$ cat src/rtl/chase_input_conditioner_pkg.sv
// Shared constants for the chase input conditioner and its per-pin debouncers.
package chase_input_conditioner_pkg;
  localparam int SYNC_STAGES        = 2;
  localparam int DEBOUNCE_WIDTH_DEF = 8;
  localparam int SPEED_W            = 3;
endpackage

$ cat src/rtl/chase_input_conditioner_debounce_bit.sv
// One pin: 2-flop synchroniser, stability counter, accepted level and
// registered edge pulses that line up with the level update.
module debounce_bit
  import chase_input_conditioner_pkg::*;
#(
  parameter int DEBOUNCE_WIDTH = DEBOUNCE_WIDTH_DEF
) (
  input  logic clk,
  input  logic reset,
  input  logic raw,
  output logic level,
  output logic rose,
  output logic fell
);
  logic [SYNC_STAGES-1:0]    sync_q;
  logic [DEBOUNCE_WIDTH-1:0] cnt_q, cnt_d;
  logic                      stable_q, stable_d;
  logic                      rose_q, rose_d, fell_q, fell_d;
  logic                      sync;

  assign sync = sync_q[SYNC_STAGES-1];

  // All-ones is the accept point, so the counter can never wrap.
  always_comb begin
    cnt_d    = cnt_q;
    stable_d = stable_q;
    rose_d   = 1'b0;
    fell_d   = 1'b0;
    if (sync == stable_q) begin
      cnt_d = '0;
    end else if (&cnt_q) begin
      stable_d = sync;
      cnt_d    = '0;
      rose_d   = sync;
      fell_d   = ~sync;
    end else begin
      cnt_d = cnt_q + 1'b1;
    end
  end

  always_ff @(posedge clk) begin
    if (reset) begin
      sync_q   <= '0;
      cnt_q    <= '0;
      stable_q <= 1'b0;
      rose_q   <= 1'b0;
      fell_q   <= 1'b0;
    end else begin
      sync_q   <= {sync_q[SYNC_STAGES-2:0], raw};
      cnt_q    <= cnt_d;
      stable_q <= stable_d;
      rose_q   <= rose_d;
      fell_q   <= fell_d;
    end
  end

  assign level = stable_q;
  assign rose  = rose_q;
  assign fell  = fell_q;
endmodule

$ cat src/rtl/chase_input_conditioner.sv
// Conditions speed/direction/pause pins for the chase stage: five independent
// debouncers, merged speed change pulse and a press-toggled pause flag.
module chase_input_conditioner
  import chase_input_conditioner_pkg::*;
#(
  parameter int DEBOUNCE_WIDTH = DEBOUNCE_WIDTH_DEF
) (
  input  logic               clk,
  input  logic               reset,
  input  logic [SPEED_W-1:0] raw_speed,
  input  logic               raw_dir,
  input  logic               raw_pause,
  output logic [SPEED_W-1:0] speed_code,
  output logic               direction,
  output logic               paused,
  output logic               speed_changed,
  output logic               dir_changed
);
  localparam int NUM_PINS = SPEED_W + 2;
  localparam int DIR_IDX  = SPEED_W;
  localparam int PAU_IDX  = SPEED_W + 1;

  logic [NUM_PINS-1:0] raw_all, level, rose, fell;
  logic                tog_q, tog_d;

  assign raw_all = {raw_pause, raw_dir, raw_speed};

  for (genvar g = 0; g < NUM_PINS; g++) begin : g_pin
    debounce_bit #(.DEBOUNCE_WIDTH(DEBOUNCE_WIDTH)) u_db (
      .clk   (clk),
      .reset (reset),
      .raw   (raw_all[g]),
      .level (level[g]),
      .rose  (rose[g]),
      .fell  (fell[g])
    );
  end

  // The press pulse is already registered; XORing it in makes paused flip on
  // the same edge the debounced pause level rises, and tog_q holds it after.
  assign tog_d = tog_q ^ rose[PAU_IDX];

  always_ff @(posedge clk) begin
    if (reset) tog_q <= 1'b0;
    else       tog_q <= tog_d;
  end

  assign speed_code    = level[SPEED_W-1:0];
  assign direction     = level[DIR_IDX];
  assign paused        = tog_d;
  assign speed_changed = |(rose[SPEED_W-1:0] | fell[SPEED_W-1:0]);
  assign dir_changed   = rose[DIR_IDX] | fell[DIR_IDX];
endmodule
$ cat config.mk
export PLATFORM = sky130hd
export DESIGN_NAME = chase_input_conditioner
export DESIGN_NICKNAME = d
export VERILOG_FILES = /design/src/rtl/chase_input_conditioner_pkg.sv /design/src/rtl/chase_input_conditioner_debounce_bit.sv /design/src/rtl/chase_input_conditioner.sv
export SDC_FILE = /design/constraint.sdc
export NUM_CORES = 1
export LEC_CHECK = 0
export BUFFER_PORTS_ARGS = -buffer_cell sky130_fd_sc_hd__buf_2
export CORE_MARGIN = 2
export CORE_UTILIZATION = 35
export DETAILED_ROUTE_END_ITERATION = 10
export GPL_ROUTABILITY_DRIVEN = 0
export SYNTH_ARGS = -nofsm -noshare
export SYNTH_HDL_FRONTEND = slang
export SYNTH_SLANG_ARGS = --single-unit
$ cat constraint.sdc
create_clock -name clk -period 1.3 [get_ports clk]
set_clock_uncertainty 0.2 [all_clocks]
set_input_delay 0.13 -clock clk [delete_from_list [all_inputs] [get_ports clk]]
set_output_delay 0.13 -clock clk [all_outputs]
set_load 0.01 [all_outputs]
==> run metrics, run 1 <==
total gr overflow=0; DP Wirelength=3.54 mm; Tcrit/Tclk final=112%; Most Crowded Layer GR=met2; Die ar.=8060 um^2; Ys Warns=0; sequential element share of the synthesized area=50.6%; Clk pwr share=50.4%; CORE AREA=7180 um^2; CP required=970 ps; final hold violations=0; Critical Path AT=1130 ps; register area=1370 um^2; Hold Path Origin=reset; WS Path Type=reg2out; final setup fails=25; multi-input logic area=1690 um^2; Skew-Pair Late Insertion Delay=340 ps; Max Clk Rate=684 MHz; clock buffer depth=2; clock-pin slew on the worst setup and hold paths=70 ps; Distinct cells, synth=32; Worst-Margin Slew=413 ps; switching part of the total=19.5%; Slew headroom=72.4%; Worst setup EP type=output port; IR drop worst, VDD=0.000691 V; leakage=1.56 nW; WL/cell=12.9 um; Combinational Power Share=3.4%; met2 Resource Use GR=25.6%; pin count of the biggest net entering global routing=14; met1 Usage GRT=16.5%; drt first pass iters=4; r2r startpoint=g_pin[0].u_db.cnt_q[1]$_SDFF_PP0_; Tmin final=1460 ps; post-layout util=57.7%; Num CTS Buffers=9; Sequential Power Share=46.2%; CTS tree=done; synth-to-layout area growth=60.8%; FF+latch count, synth=65; Mapped Area=2570 um^2; Routed Antenna Nets=0; CP max stage delay=300 ps; area leader, netlist=dfxtp_1; clk sinks=65; Int Power=3.50 mW; Synth Area per Inst=9.29 um^2; crit start category=register; dominant cells by area after synthesis=dfxtp_1, nor2_1, xor2_1, nand2_1, xnor2_1; RSZ-0062 raised after global routing=true; P per Cell Area=1050 nW/um^2; share of cells above drive strength 1=56.1%; global routing usage on met3=4.27%; ys async rst share=0%; first-pass GRT wire length=9.57 mm; area share of the largest cell type after synthesis=50.6%; EDFF count, synth=0; Ports=14; outcome=finished, violations left; vias in the first global route=2236; aggregate global-route resource usage=14.5%; row count=31; DR vias=2257; most frequent cell after synthesis=dfxtp_1; Bufs and invs on worst path=1; crit path cell chain=nor4_1, nand2_1, buf_2; Max Slew Vio Count=0; Cells after Synth=277; Worst Setup Slack, final=-162 ps; vias per cell=4.81; Mapped Nets=289; failing checks=setup timing; worst min-delay path category=in2reg; Sw Pwr=850 uW; Die H=89.8 um; top post-synthesis cells by count=dfxtp_1, nor2_1, nand2_1; top cell family by delay on the critical path=simple AND/OR/NAND/NOR gates; # DRC=0; drt total wl=6.03 mm; number of max-cap violations=0; H-Tree Depth=3; Nets=376; Initial Util=35.9%; Crit-path slowest cell=dfxtp_1; initial antenna violation count=1; Main synth FF type=dfxtp_1; Port-buffer cells=13; DIE WIDTH=89.8 um; Worst Setup SP=g_pin[2].u_db.rose$_SDFF_PP0_; Tot Pwr=4.35 mW; Initial DRC Count=44; worst-path fanout max=1; fillers=579; Root Buffer=clkbuf_8
-- worst paths after layout --
check                                            end  slack, ps  cells past startpoint
setup / recovery                       speed_changed       -160                      3
hold / removal      g_pin[1].u_db.level$_SDFFE_PP0P_         80                      4
setup reg to reg       g_pin[0].u_db.rose$_SDFF_PP0_        -60                      4
hold reg to reg   g_pin[2].u_db.sync_q[1]$_SDFF_PP0_        240                      1
-- placed cells by master, fill, tap and decap left out, types with 3 or more instances in the layout --
cell type,count
o21ai_1,4
nor2_1,23
xnor2_1,8
a21oi_1,10
dfxtp_1,25
a21oi_2,7
bufinv_16,3
or3_4,9
nand3_2,4
buf_2,12
buf_6,9
xor2_1,6
dfxtp_2,33
o311ai_4,4
nand2_1,16
nand4_1,6
nand3_1,5
or3_1,4
buf_4,52
nor3_2,10
o21ai_0,7
nor2_2,3
ha_4,5
and4_1,4
dfxtp_4,7
nand2_4,4
nor2b_1,10
clkbuf_8,12
and3_4,3
inv_1,14
nand3_4,5
xor2_2,5
dlygate4sd3_1,8
nand2_2,4
-- kinds of logic after synthesis --
kind of cell / count (synthesis) / synth area share, %
fa+ha+maj: 5 / 2.43
flops: 65 / 50.6
simple gates: 121 / 24.5
mux: 2 / 0.778
xor+xnor: 21 / 7.15
compound gates: 42 / 11.0
buf+inv: 21 / 3.65
-- final cells by class --
cell class / count / area share [%]
antenna: 1 / 0.0605
clock buffer: 12 / 3.99
clock inverter: 4 / 2.36
inverter: 16 / 1.45
multi-input combinational: 191 / 40.8
sequential: 65 / 33.1
tap: 99 / 2.99
timing repair buffer: 81 / 15.3
-- power groups by stage --
stage	Combinational [mW]	Clock, mW	Sequential, mW
global placement	0.0980	0	2.07
detailed placement	0.101	0	2.07
floorplan	0.0500	0	2.07
finish	0.148	2.19	2.01
CTS	0.131	2.23	2.02
global route	0.162	2.32	2.01
-- per-layer routing --
metal  vias to the layer above  share of wire, %
met5                         -                 0
met2                        25                52
met1                      1074                43
li1                       1145                 -
met3                        13               3.1
met4                         0               2.1
-- stage by stage --
| step | worst slack [ps] | area (um^2) | cells | hold slack (ps) | setup TNS [ps] |
|---|---|---|---|---|---|
| 2_1_floorplan | -58.7 | 2670 | 277 | 1.61 | -173 |
| 3_3_place_gp | -80.7 | 3220 | 436 | 144 | -1160 |
| 3_5_place_dp | -106 | 3220 | 436 | 142 | -1860 |
| 4_1_cts | -156 | 3810 | 465 | 29.5 | -531 |
| 5_1_grt | -210 | 4140 | 469 | 90.4 | -2700 |
| 6_report | -162 | 4140 | 469 | 80.4 | -728 |
-- worst min-delay path: stages --
cell     delay, ps
buf_2          100
inv_2          170
nand2_1        120
mux2i_1         60
-- what timing repair did --
item / CTS / global route
gates cloned: 0 / 0
pin swaps: 30 / 22
endpoints found under the hold margin: 11 / 0
resized for setup: 56 / 75
setup endpoints to repair: 40 / 49
setup buffers: 5 / 3
hold buffers: 8 / 0
-- registers in the layout, summed over array words and instances, names as in the netlist --
name,flops
g_pin.u_db.cnt_q,40
g_pin.u_db.sync_q,10
g_pin.u_db.level,5
g_pin.u_db.rose,5
g_pin.u_db.fell,4
tog_q,1
(Power assumes the default switching activity.)
==> run 2, diff against run 1 <==
--- a/config.mk
+++ b/config.mk
@@ -12,4 +12,5 @@
 export GPL_ROUTABILITY_DRIVEN = 0
 export SYNTH_ARGS = -nofsm -noshare
 export SYNTH_HDL_FRONTEND = slang
+export SYNTH_HIERARCHICAL = 1
 export SYNTH_SLANG_ARGS = --single-unit
==> run metrics, run 2 <==
drt first pass iters=4 (unchanged); Max Clk Rate=666 MHz (-2.6%); RSZ-0062 raised after global routing=true; CORE AREA=7140 um^2 (-0.54%); Max Slew Vio Count=0 (unchanged); Slew headroom=83.4% (+11 points); WL/cell=12.4 um (-3.4%); Skew-Pair Late Insertion Delay=350 ps (about the same); Fin Hold WS=65.8 ps (-14.6 ps); share of cells above drive strength 1=57.8% (+1.7 points); Die H=89.4 um (-0.44%); multi-input logic area=1610 um^2 (-4.5%); max FFs per register=40 (unchanged); drt total wl=5.94 mm (-1.5%); final hold violations=0 (unchanged); worst-path fanout max=1 (unchanged); clk sinks=65 (unchanged); Synth Area per Inst=9.34 um^2 (+0.53%); fillers=612 (+5.7%); Setup TNS Final=-3380 ps (-2650 ps); P per Cell Area=917 nW/um^2 (-13%); initial antenna violation count=0 (-1); H-Tree Depth=3 (unchanged); most common cell after layout, fill and taps aside=buf_4; pin count of the biggest net entering global routing=12 (-2); Worst setup EP type=output port; most frequent cells in the layout=buf_4, dfxtp_2, nor2_1, inv_1, dfxtp_1; Routed Antenna Nets=0 (unchanged); aggregate global-route resource usage=15.6% (+1.1 points); Critical Path AT=1170 ps (+40 ps); Mapped Nets=285 (-1.4%); Design Area, Final=4170 um^2 (+0.63%); synth-to-layout area growth=63.3%; Tmin final=1500 ps (+39.7 ps); register area=1400 um^2 (+2.3%); Root Buffer=clkbuf_8; post-place setup slack=-165 ps (-58.6 ps); # DRC=0 (unchanged); Largest regs=g_pin.u_db/cnt_q (40), g_pin.u_db/sync_q (10); clock-pin slew on the worst setup and hold paths=70 ps (about the same); row count=31 (unchanged); total gr overflow=0 (unchanged); flop2flop setup slack=-190 ps (-130 ps); outcome=finished, violations left; failing checks=setup timing; Num CTS Buffers=9 (unchanged); Worst Setup Slack, final=-202 ps (-39.7 ps); Initial Util=35.7% (-0.14 points); Mapped Area=2550 um^2 (-0.92%); worst min-delay path category=in2reg; vias per cell=4.82 (about the same); DR vias=2302 (+2.0%); vias in the first global route=2257 (+0.94%); placed instance area=3300 um^2 (+2.6%); DP Wirelength=3.61 mm (+2.0%); ant diodes=0 (-1); largest reg by FF count=g_pin.u_db/cnt_q; crit start category=register; Ports=14 (unchanged); Ys Warns=6 (+6); final setup fails=39 (+56%); Tcrit/Tclk final=116% (+3.1 points); Cells after Synth=273 (-1.4%); Port-buffer cells=13 (unchanged); CTS tree=done; first-pass GRT wire length=9.45 mm (-1.2%); Nets=386 (+2.7%); IR drop worst, VDD=0.000730 V (+5.6%); Die ar.=7980 um^2 (-0.88%); leakage=1.57 nW (+0.57%); clock buffer depth=2 (unchanged); DIE WIDTH=89.4 um (-0.44%); CP required=970 ps (about the same); Worst-Margin Slew=246 ps (-168 ps); Tot Pwr=3.82 mW (-12%); Initial DRC Count=63 (+43%); WS Path Type=reg2out; number of max-cap violations=0 (unchanged)
==> run 2: metal layers <==
layer  GRT usage, %  part of all wire, %  vias to the layer above
met3           6.46                  3.1                       11
li1               -                    -                     1171
met4           6.65                  2.2                        0
met1           16.4                   43                     1090
met5              0                    0                        -
met2           27.3                   52                       30
==> run 2: worst max-delay path, stage by stage (launching register included) <==
cell     delay [ps]
dfxtp_1         310
nor4_2          280
nand2_1          90
buf_2           150
==> run 2: final timing paths <==
path / depth (start not counted) / start / endpoint
setup / recovery: 3 / g_pin[0].u_db/rose$_SDFF_PP0_ / speed_changed
hold / removal: 4 / reset / g_pin[2].u_db/level$_SDFFE_PP0P_
setup reg to reg: 4 / g_pin[2].u_db/cnt_q[1]$_SDFF_PP0_ / g_pin[2].u_db/cnt_q[6]$_SDFF_PP0_
hold reg to reg: 1 / g_pin[3].u_db/sync_q[0]$_SDFF_PP0_ / g_pin[3].u_db/sync_q[1]$_SDFF_PP0_
==> run 2: area by class of cell <==
cell class	instances	share of cell area, %
repair buffers	93	17.8
clock buffers	10	3.30
inverters	25	2.25
multi-input cells	180	38.7
well taps	99	2.97
flip-flops and latches	65	33.6
clock inverters	6	1.38
==> run 2: power breakdown <==
group	switching (mW)	total, mW	internal [mW]
Sequential	0.0166	1.99	1.98
Combinational	0.0701	0.136	0.0661
Clock	0.767	1.69	0.923
Total	0.854	3.82	2.97
==> run 2: what timing repair did <==
action                                 in CTS  in global routing
resized for setup                          65                 66
pin swaps                                  27                 23
hold buffers                                7                  0
setup endpoints to repair                  47                 57
endpoints found under the hold margin       7                  0
setup buffers                              10                  4
==> run 2: metrics by stage <==
| step | utilization, % | cells |
|---|---|---|
| floorplan | - | 273 |
| global placement | 46.2 | 447 |
| detailed placement | 46.2 | 447 |
| CTS | 54.2 | 479 |
| global route | 58.4 | 478 |
| finish | 58.4 | 478 |
